**src/rtl/pu_load_sequencer.sv**
```systemverilog
// Operand/result storage sequencer for the PU: gathers four operand words,
// pulses the operand-memory load, waits out the PU latency, then stores the result.
//
// state | meaning
// FILL  | accepting operand words into x1..x4
// LOAD  | ld_en pulse, operand memory captures x1..x4
// COMP  | waiting PU_LAT cycles for the PU result
// STORE | res_en pulse, result memory captures PU output
// DONE  | out_valid held until the consumer acknowledges
module pu_load_sequencer #(
    parameter int WIDTH  = 32,
    parameter int PU_LAT = 3
) (
    input  logic             clk,
    input  logic             rst,
    input  logic [WIDTH-1:0] in_data,
    input  logic             in_valid,
    output logic             in_ready,
    output logic [WIDTH-1:0] x1,
    output logic [WIDTH-1:0] x2,
    output logic [WIDTH-1:0] x3,
    output logic [WIDTH-1:0] x4,
    output logic             ld_en,
    output logic             res_en,
    output logic             busy,
    output logic             out_valid,
    input  logic             out_ready,
    output logic [15:0]      frames
);

    typedef enum logic [2:0] {
        FILL  = 3'd0,
        LOAD  = 3'd1,
        COMP  = 3'd2,
        STORE = 3'd3,
        DONE  = 3'd4
    } state_t;

    localparam logic [7:0] CNT_LAST = 8'(PU_LAT - 1);

    state_t           state;
    state_t           state_nxt;
    logic [1:0]       idx;
    logic [7:0]       cnt;
    logic [WIDTH-1:0] x_q [4];
    logic [15:0]      frames_q;
    logic             accept;

    assign accept = in_valid && in_ready;

    always_ff @(posedge clk) begin
        if (rst) begin
            state <= FILL;
        end else begin
            state <= state_nxt;
        end
    end

    always_comb begin
        state_nxt = state;
        case (state)
            FILL:    if (accept && idx == 2'd3) state_nxt = LOAD;
            LOAD:    state_nxt = COMP;
            COMP:    if (cnt == CNT_LAST) state_nxt = STORE;
            STORE:   state_nxt = DONE;
            DONE:    if (out_ready) state_nxt = FILL;
            default: state_nxt = FILL;
        endcase
    end

    always_ff @(posedge clk) begin
        if (rst) begin
            idx      <= 2'd0;
            cnt      <= 8'd0;
            frames_q <= 16'd0;
            for (int i = 0; i < 4; i++) begin
                x_q[i] <= '0;
            end
        end else begin
            if (accept) begin
                x_q[idx] <= in_data;
                idx      <= idx + 2'd1;
            end
            if (state == LOAD) begin
                cnt <= 8'd0;
            end else if (state == COMP) begin
                cnt <= cnt + 8'd1;
            end
            if (state == DONE && out_ready) begin
                frames_q <= frames_q + 16'd1;
            end
        end
    end

    // Controls are masked while rst is high since reset only lands at the next edge.
    always_comb begin
        in_ready  = 1'b0;
        ld_en     = 1'b0;
        res_en    = 1'b0;
        out_valid = 1'b0;
        busy      = 1'b0;
        if (!rst) begin
            busy = (state != FILL);
            case (state)
                FILL:    in_ready  = 1'b1;
                LOAD:    ld_en     = 1'b1;
                STORE:   res_en    = 1'b1;
                DONE:    out_valid = 1'b1;
                default: ;
            endcase
        end
    end

    assign x1     = x_q[0];
    assign x2     = x_q[1];
    assign x3     = x_q[2];
    assign x4     = x_q[3];
    assign frames = frames_q;

endmodule

```
**config.mk**
```make
export PLATFORM = sky130hd
export DESIGN_NAME = pu_load_sequencer
export DESIGN_NICKNAME = d
export VERILOG_FILES = /design/src/rtl/pu_load_sequencer.sv
export SDC_FILE = /design/constraint.sdc
export NUM_CORES = 1
export LEC_CHECK = 0
export CORE_UTILIZATION = 30
export CTS_CLUSTER_DIAMETER = 100
export CTS_CLUSTER_SIZE = 28
export DETAILED_ROUTE_END_ITERATION = 7
export PLACE_DENSITY_LB_ADDON = 0.08
export SLEW_MARGIN = 20
export SYNTH_ARGS = -nofsm -noshare
export SYNTH_HDL_FRONTEND = slang
export SYNTH_SLANG_ARGS = --single-unit
```
**constraint.sdc**
```tcl
create_clock -name clk -period 6.4 [get_ports clk]
set_input_delay 1.28 -clock clk [delete_from_list [all_inputs] [get_ports clk]]
set_output_delay 1.28 -clock clk [all_outputs]
set_load 0.05 [all_outputs]
```
==> results.yml, run 1 <==
routing:
  dr.pass1.iters: 4
  antenna_left: 0
  vias: 4113
  wire_per_inst_um: 17.50
  drt_iter0_drc: 176
  wl_um: 15850
  viasPerCell: 4.540
  drc_errors: 0
placed_design:
  placed_cell_area_um2: 8303
  port_buffers: 184
  post-place-ws_ps: 1678
  place_congestion: 0.7424
  hpwl_um: 10170
hold_path:
  worstHoldEndpoint: "frames[1]"
  hold_class: "register to register"
  hold_start: "frames[1]"
  hold_depth: 2
sta:
  setup_violations: 0
  maxSlewViolCount: 0
  hold_ws_ps: 521.8
  hold_viol_final: 0
  skew_ps: 7.848
  fmax_mhz: 215.0
  rsz0062_at_grt: "no"
  fin_tns_setup_ps: 0
  setup_slack_ps: 1750
  maxSlewHeadroom: 0.3619
  worst_pin_slew_ps: 957.1
  timing.final.crit_share: 0.7266
  layout_min_cycle_time_ps: 4650
cells_and_area:
  antenna_cells: 0
  layout_commonest_cell: "clkdlybuf4s50_1"
  fill_cells: 1848
  drive_gt1_frac: 0.08176
  final_cell_mix: "clkdlybuf4s50_1 (183), edfxtp_1 (128), and2_1 (98)"
  final_area_um2: 8879
  nNetsFinal: 663
  syn_to_final_growth_pct: 43.67
synthesis:
  synth_enable_flop_cells: 128
  synth_cell_types: 40
  syn_nets: 477
  seq_area_frac_synth: 0.7159
  synth_warnings: 0
  async_reset_ff_frac: 0
  syn_area_um2: 6180
  syn_area_per_cell_um2: 14.14
  ys_ff_latch: 157
  syn_inst: 437
  synth_flop_cell: "edfxtp_1"
worst_setup_path:
  r2r_cells: 4
  worstSetupEndpointType: "primary output"
  cp_max_fo: 12
  critPathKind: "input pin to primary output"
  r2r_setup_slack_ps: 3460
  reg2reg_from: "state[2]"
  worstReg2RegEnd: "x_q[1][19]"
  arrival_ps: 3370
  required_ps: 5120
  critPathLaunchType: "input pin"
global_route:
  grt_max_degree: 36
  grt_usage: 0.1555
  first_global_vias: 4115
  grt_overflow: 0
  grt_pass1_wl_um: 24540
  grt_antenna_before_repair: 0
floorplanning:
  die_area_um2: 21180
  coreArea_um2: 20230
  num_rows: 52
  boundaryPins: 185
  start_util: 0.3054
  fp.dieH_um: 145.5
  die_w_um: 145.5
power:
  power.leakage_nw: 3.294
  ir_drop_mv: 0.1711
  power.density_nw_per_um2: 288.7
cts:
  postCtsSetupBuffers: 0
  cts_sinks: 157
  path_clk_slew_ps: 60
  ctsResizeCount: 0
  htree_levels: 4
  cts_tree: "done"
  cts_made_buffers: 17
  clk_latency_ps: 420
  root_buffer: "clkbuf_16"
  ctsHoldBuffers: 0
  clk_path_buf_depth: 2
job:
  maxCapViolations: 0
outcome:
  status: "finished, final reports clean"
kinds of logic (layout without fill, tap and decap cells):
kind of cell               Yosys count  count (layout)  synth area share
and+or+nand+nor                    217             217            0.2124
DFF                                157             157            0.7159
buffers and inverters               25             224           0.01923
xor gates and xnor gates            19              19           0.02693
AOI/OAI and AO/OA                   12              12           0.01195
adders and majority gates            4               4          0.008099
muxes                                3               3          0.005466
flip-flops by register name (all words and copies together), names as in the netlist:
register and flops:
idx 2, x_q 128, cnt 8, frames 16, state 3
metrics by stage:
| stage | cells | util | power (mW) |
|---|---|---|---|
| after detailed placement | 874 | 0.4103 | 1.602 |
| after global routing | 906 | 0.4388 | 2.666 |
| after floorplan | 437 | - | 1.440 |
| after CTS | 906 | 0.4388 | 2.601 |
| final | 906 | 0.4388 | 2.563 |
| after global placement | 874 | 0.4106 | 1.599 |
routing by layer:
metal,vias up,track usage,share of wire
li1,1932,-,-
met1,2036,0.1978,0.46
met2,130,0.2517,0.47
met3,15,0.05141,0.057
met4,0,0.04632,0.013
met5,-,0,0
area by class of cell:
class	instances	area [µm²]	area share
Multi-Input combinational cell	255	1655	0.1864
Clock buffer	17	425.4	0.04791
Inverter	3	11.26	0.001268
Tap cell	270	337.8	0.03805
Timing Repair Buffer	189	1874	0.2111
Sequential cell	157	4424	0.4983
Clock inverter	15	150.1	0.01691
critical path, cell delays in order:
cell and delay, ps:
clkdlybuf4s50_1 480, nor4_4 650, clkdlybuf4s50_1 940
report_power, final:
part	internal (mW)	switching, mW
registers	1.16	0.0205
clock network	0.549	0.440
logic	0.121	0.269
total	1.83	0.730
how the worst max path moves through the flow:
stage,startpoint,end,slack [ps]
finish,rst,in_ready,1750
global route,rst,in_ready,1630
CTS,rst,in_ready,1670
detailed placement,rst,in_ready,1680
global placement,rst,in_ready,1760
floorplan,rst,out_valid,2370
synth_stat cells (all sizes together) (2+ instances only):
library cell    n  area, µm²
mux2            3      33.78
nand3           4      20.02
o21ai           3      15.01
nor3            7      40.04
nand2b          2      12.51
inv             3      11.26
buf             4      32.53
ha              4      50.05
xor2           11      96.34
nor2b           3      18.77
or4             2      15.01
nand4           7      43.79
nor2           27      101.4
or2             3      18.77
nor4b           2      17.52
and2           98      613.1
nand2          13      51.30
clkbuf         18      75.07
nor4            3      33.78
and3           35      219.0
xnor2           8      70.07
nor3b           4      45.05
or3             3      23.77
a21oi           5      25.02
dfxtp          29      580.6
and4            2      17.52
edfxtp        128       3844
(Power assumes the default switching activity.)
==> run 2: changes to the inputs <==
clock period = 4.1 ns   (was 6.4 ns; I/O delays follow)
==> run 2 against run 1 <==
  * Sequential power increased by 57%
  * Global-route usage increased by 0.058 points
  * Final cell count increased by 0.33%
  * Combinational power increased by 58%
  * Final area increased by 0.70%
  * Critical path type unchanged
==> results.yml, run 2 (same netlist as run 1, synthesis figures left out) <==
sta:
  skew_ps: 13.66
  fin_tns_setup_ps: 0
  setup_violations: 0
  worst_pin_slew_ps: 918.3
  fmax_mhz: 340.3
  hold_viol_final: 0
  layout_min_cycle_time_ps: 2938
  rsz0062_at_grt: "no"
  maxSlewHeadroom: 0.3794
  maxSlewViolCount: 0
  hold_ws_ps: 523.7
  timing.final.crit_share: 0.7167
cells_and_area:
  drive_gt1_frac: 0.09077
  layout_commonest_cell: "clkdlybuf4s50_1"
  nNetsFinal: 666
  regMostFlops: "x_q"
  largest_reg_flops: 128
  stdcell_count: 909
  ff_latch_area_um2: 4424
  syn_to_final_growth_pct: 44.69
  antenna_cells: 0
  final_cell_mix: "clkdlybuf4s50_1 (179), edfxtp_1 (128), and2_1 (98)"
  fin_util: 0.4419
  multiInputGateArea_um2: 1655
  fill_cells: 1879
floorplanning:
  boundaryPins: 185
  die_area_um2: 21180
  start_util: 0.3054
  die_w_um: 145.5
  num_rows: 52
  coreArea_um2: 20230
  fp.dieH_um: 145.5
job:
  maxCapViolations: 0
global_route:
  grt_usage: 0.1561
  grt_antenna_before_repair: 0
  use_met3: 0.04483
  grt_overflow: 0
  use_met2: 0.2440
  grt_pass1_wl_um: 24540
  busiest_layer: "met2"
  grt_use_met1: 0.2061
  grt_max_degree: 35
  first_global_vias: 4073
power:
  power.leakage_nw: 3.329
  ir_drop_mv: 0.2826
  p_int_mw: 2.967
  clkPwrFrac: 0.395
  p_sw_frac: 0.2716
  p_comb_frac: 0.151
  power.density_nw_per_um2: 455.6
  power_switching_mw: 1.107
  pwr-share-seq: 0.454
routing:
  drc_errors: 0
  dr.pass1.iters: 4
  wl_um: 15960
  viasPerCell: 4.451
  drt_iter0_drc: 251
  wire_per_inst_um: 17.55
  vias: 4046
  antenna_left: 0
worst_setup_path:
  slowest_delay_ps: 500
  worstSetupEndpointType: "primary output"
  critPathKind: "input pin to primary output"
  crit_path_top_delay_cell: "clkdlybuf4s50_1"
  crit_buf_inv: 3
  critPathLaunchType: "input pin"
  arrival_ps: 2120
  path_cells: "clkdlybuf4s50_1 -> nor4_4 -> buf_4 -> buf_12"
  required_ps: 3280
  crit_family: "buffers and inverters"
  cp_max_fo: 34
cts:
  ctsResizeCount: 0
  cts_tree: "done"
  clk_path_buf_depth: 2
  ctsHoldBuffers: 0
  clk_latency_ps: 420
  postCtsSetupBuffers: 0
  htree_levels: 4
  cts_sinks: 157
  cts_made_buffers: 17
  path_clk_slew_ps: 60
  root_buffer: "clkbuf_16"
hold_path:
  hold_class: "register to register"
placed_design:
  port_buffers: 184
  place_congestion: 0.7241
  dp_cells: 877
  hpwl_um: 10400
outcome:
  status: "finished, final reports clean"
-- run 2: cell types whose count changed in the layout (fill, tap and decap cells not counted), sizes merged --
cell | previous run | this run
bufinv | 1 | 3
clkdlybuf4s50 | 183 | 179
clkinvlp | 1 | 4
clkinv | 4 | 7
buf | 6 | 13
inv | 12 | 4
-- run 2: path summary, 6_finish.rpt --
check	from	to	slack [ps]	cells past startpoint
setup reg to reg	state[2]	x_q[3][12]	1740	5
hold / removal	frames[14]	frames[14]	520	2
setup / recovery	rst	in_ready	1160	4
hold reg to reg	frames[14]	frames[14]	520	2
-- run 2: metal layers --
metal  share of wire  vias to the layer above
li1                -                     1932
met1            0.47                     1974
met2            0.46                      130
met3           0.063                       10
met4           0.010                        0
met5               0                        -
-- run 2: final cells by class --
| class | count | area share |
|---|---|---|
| Multi-Input combinational cell | 255 | 0.1851 |
| Clock buffer | 17 | 0.04758 |
| Clock inverter | 15 | 0.01931 |
| Sequential cell | 157 | 0.4948 |
| Tap cell | 270 | 0.03778 |
| Timing Repair Buffer | 192 | 0.2141 |
| Inverter | 3 | 0.001259 |
-- run 2: per-stage QoR --
| step | setup slack [ps] | total power [mW] | instance area (µm²) |
|---|---|---|---|
| final | 1162 | 4.074 | 8941 |
| after detailed placement | 994.6 | 2.508 | 8343 |
| after CTS | 1158 | 4.122 | 8941 |
| after global routing | 1117 | 4.201 | 8941 |
| after floorplan | 989.2 | 2.247 | 6180 |
| after global placement | 1018 | 2.504 | 8343 |
-- run 2: power by group through the flow --
| stage | Sequential (mW) | Combinational [mW] | Clock [mW] |
|---|---|---|---|
| floorplan | 2.16 | 0.0849 | 0 |
| global placement | 1.89 | 0.618 | 0 |
| detailed placement | 1.88 | 0.623 | 0 |
| CTS | 1.85 | 0.624 | 1.65 |
| global route | 1.86 | 0.642 | 1.70 |
| finish | 1.85 | 0.616 | 1.61 |
-- run 2: worst register-to-register path: stages, from the launching register on --
cell     delay (ps)
dfxtp_1         440
nor4_4          360
buf_4           380
and2_1          260
a31o_2          170
buf_4           370
==> run 3: changes to the inputs <==
clock period = 3 ns   (was 4.1 ns; I/O delays follow)
==> run 3 against run 2 <==
  * Final cell count up 0.77%
  * Count of clock-buffer cells in the layout rose by 1
  * Core utilization up 0.98 points
  * Clock skew shrank 6.1 ps
  * Largest cell class unchanged
  * Total power increased by 43%
  * First-iteration DRC count decreased by 4.4%
==> results.yml, run 3 (same netlist as run 1, synthesis figures left out) <==
placed_design:
  placed_cell_area_um2: 8471
  hpwl_um: 10550
  place_congestion: 0.7286
  post-place-ws_ps: 454.5
  port_buffers: 184
sta:
  fin_tns_setup_ps: 0
  maxSlewHeadroom: 0.5921
  layout_min_cycle_time_ps: 2438
  maxSlewViolCount: 0
  timing.final.crit_share: 0.8126
  setup_slack_ps: 562.1
  hold_viol_final: 0
  fmax_mhz: 410.2
  worst_pin_slew_ps: 609.2
  skew_ps: 7.513
  setup_violations: 0
  rsz0062_at_grt: "no"
worst_setup_path:
  path_cells: "clkdlybuf4s50_1 -> nor4_4 -> buf_4 -> buf_12"
  worstSetupEndpointType: "primary output"
  critPathKind: "input pin to primary output"
  crit_path_top_delay_cell: "clkdlybuf4s50_1"
  cp_max_fo: 22
  required_ps: 2400
  cp.depth: 4
  critPathLaunchType: "input pin"
  crit_buf_inv: 3
  arrival_ps: 1840
  crit_family: "buffers and inverters"
  r2r_cells: 4
  slowest_delay_ps: 480
global_route:
  grt_antenna_before_repair: 0
  first_global_vias: 4159
  grt_usage: 0.1561
  grt_overflow: 0
  busiest_layer: "met2"
  grt_max_degree: 33
  grt_pass1_wl_um: 24630
  use_met2: 0.2514
  grt_use_met1: 0.1987
  use_met3: 0.04577
cts:
  ctsResizeCount: 0
  root_buffer: "clkbuf_16"
  cts_made_buffers: 17
  path_clk_slew_ps: 60
  ctsHoldBuffers: 0
  clk_latency_ps: 420
  cts_sinks: 157
  cts_tree: "done"
  htree_levels: 4
  postCtsSetupBuffers: 0
  clk_path_buf_depth: 2
floorplanning:
  start_util: 0.3054
  die_area_um2: 21180
  num_rows: 52
  die_w_um: 145.5
  boundaryPins: 185
  fp.dieH_um: 145.5
  coreArea_um2: 20230
routing:
  wl_um: 15850
  drc_errors: 0
  vias: 4044
  viasPerCell: 4.415
  antenna_left: 0
  drt_iter0_drc: 240
  dr.pass1.iters: 4
  wire_per_inst_um: 17.31
cells_and_area:
  antenna_cells: 0
  fin_util: 0.4517
  syn_to_final_growth_pct: 47.90
  drive_gt1_frac: 0.09752
  layout_commonest_cell: "clkdlybuf4s50_1"
  nNetsFinal: 673
  final_cell_mix: "clkdlybuf4s50_1 (179), edfxtp_1 (128), and2_1 (98)"
  final_area_um2: 9140
  largest_reg_flops: 128
  regMostFlops: "x_q"
power:
  power.leakage_nw: 3.417
  power_mw: 5.823
  pwr-share-seq: 0.434
  clkPwrFrac: 0.420
  p_int_mw: 4.326
  ir_drop_mv: 0.3888
  power_switching_mw: 1.497
  p_sw_frac: 0.2571
  power.density_nw_per_um2: 637.1
  p_comb_frac: 0.146
outcome:
  status: "finished, final reports clean"
hold_path:
  hold_class: "register to register"
  hold_depth: 2
job:
  maxCapViolations: 0
run 3: cell count changes in the layout (fill, tap and decap cells not counted), sizes merged:
cell      change
inv           +1
clkinv        -3
bufinv        +3
clkinvlp      -2
buf           +7
clkbuf        +1
run 3: cell type report:
type,count,area (µm²)
clock buffers,18,429.2
clock inverters,14,240.2
fillers,1846,11090
inverters,3,11.26
multi-input cells,255,1655
flip-flops and latches,157,4424
well taps,270,337.8
repair buffers,199,2042
run 3: metal layers:
metal	share of wire	wire length [µm]
met3	0.061	971
met4	0.0061	97
met2	0.47	7519
met1	0.46	7265
met5	0	0
run 3: worst reg2reg max path: cells and delay by family, from the launching register on:
family	cells	cell delay, ps
and+or+nand+nor	3	1010
DFF	1	610
muxes	1	350
run 3: power by group through the flow:
stage	Clock, mW	Combinational (mW)	Sequential (mW)
final	2.44	0.851	2.53
after global routing	2.59	0.888	2.54
after CTS	2.51	0.865	2.53
after detailed placement	0	0.863	2.58
after global placement	0	0.858	2.58
after floorplan	0	0.116	2.96
run 3: path summary, 6_finish.rpt:
check | to | slack (ps) | start
min reg2reg | cnt[7] | 520 | cnt[7]
max | in_ready | 560 | rst
min | cnt[7] | 520 | cnt[7]
max reg2reg | frames[15] | 920 | state[2]
run 3: stage by stage:
stage	hold slack, ps	instances
final	524.6	916
after global routing	567.7	916
after CTS	518.3	916
after detailed placement	512.9	884
after global placement	496.8	884
after floorplan	480.5	437
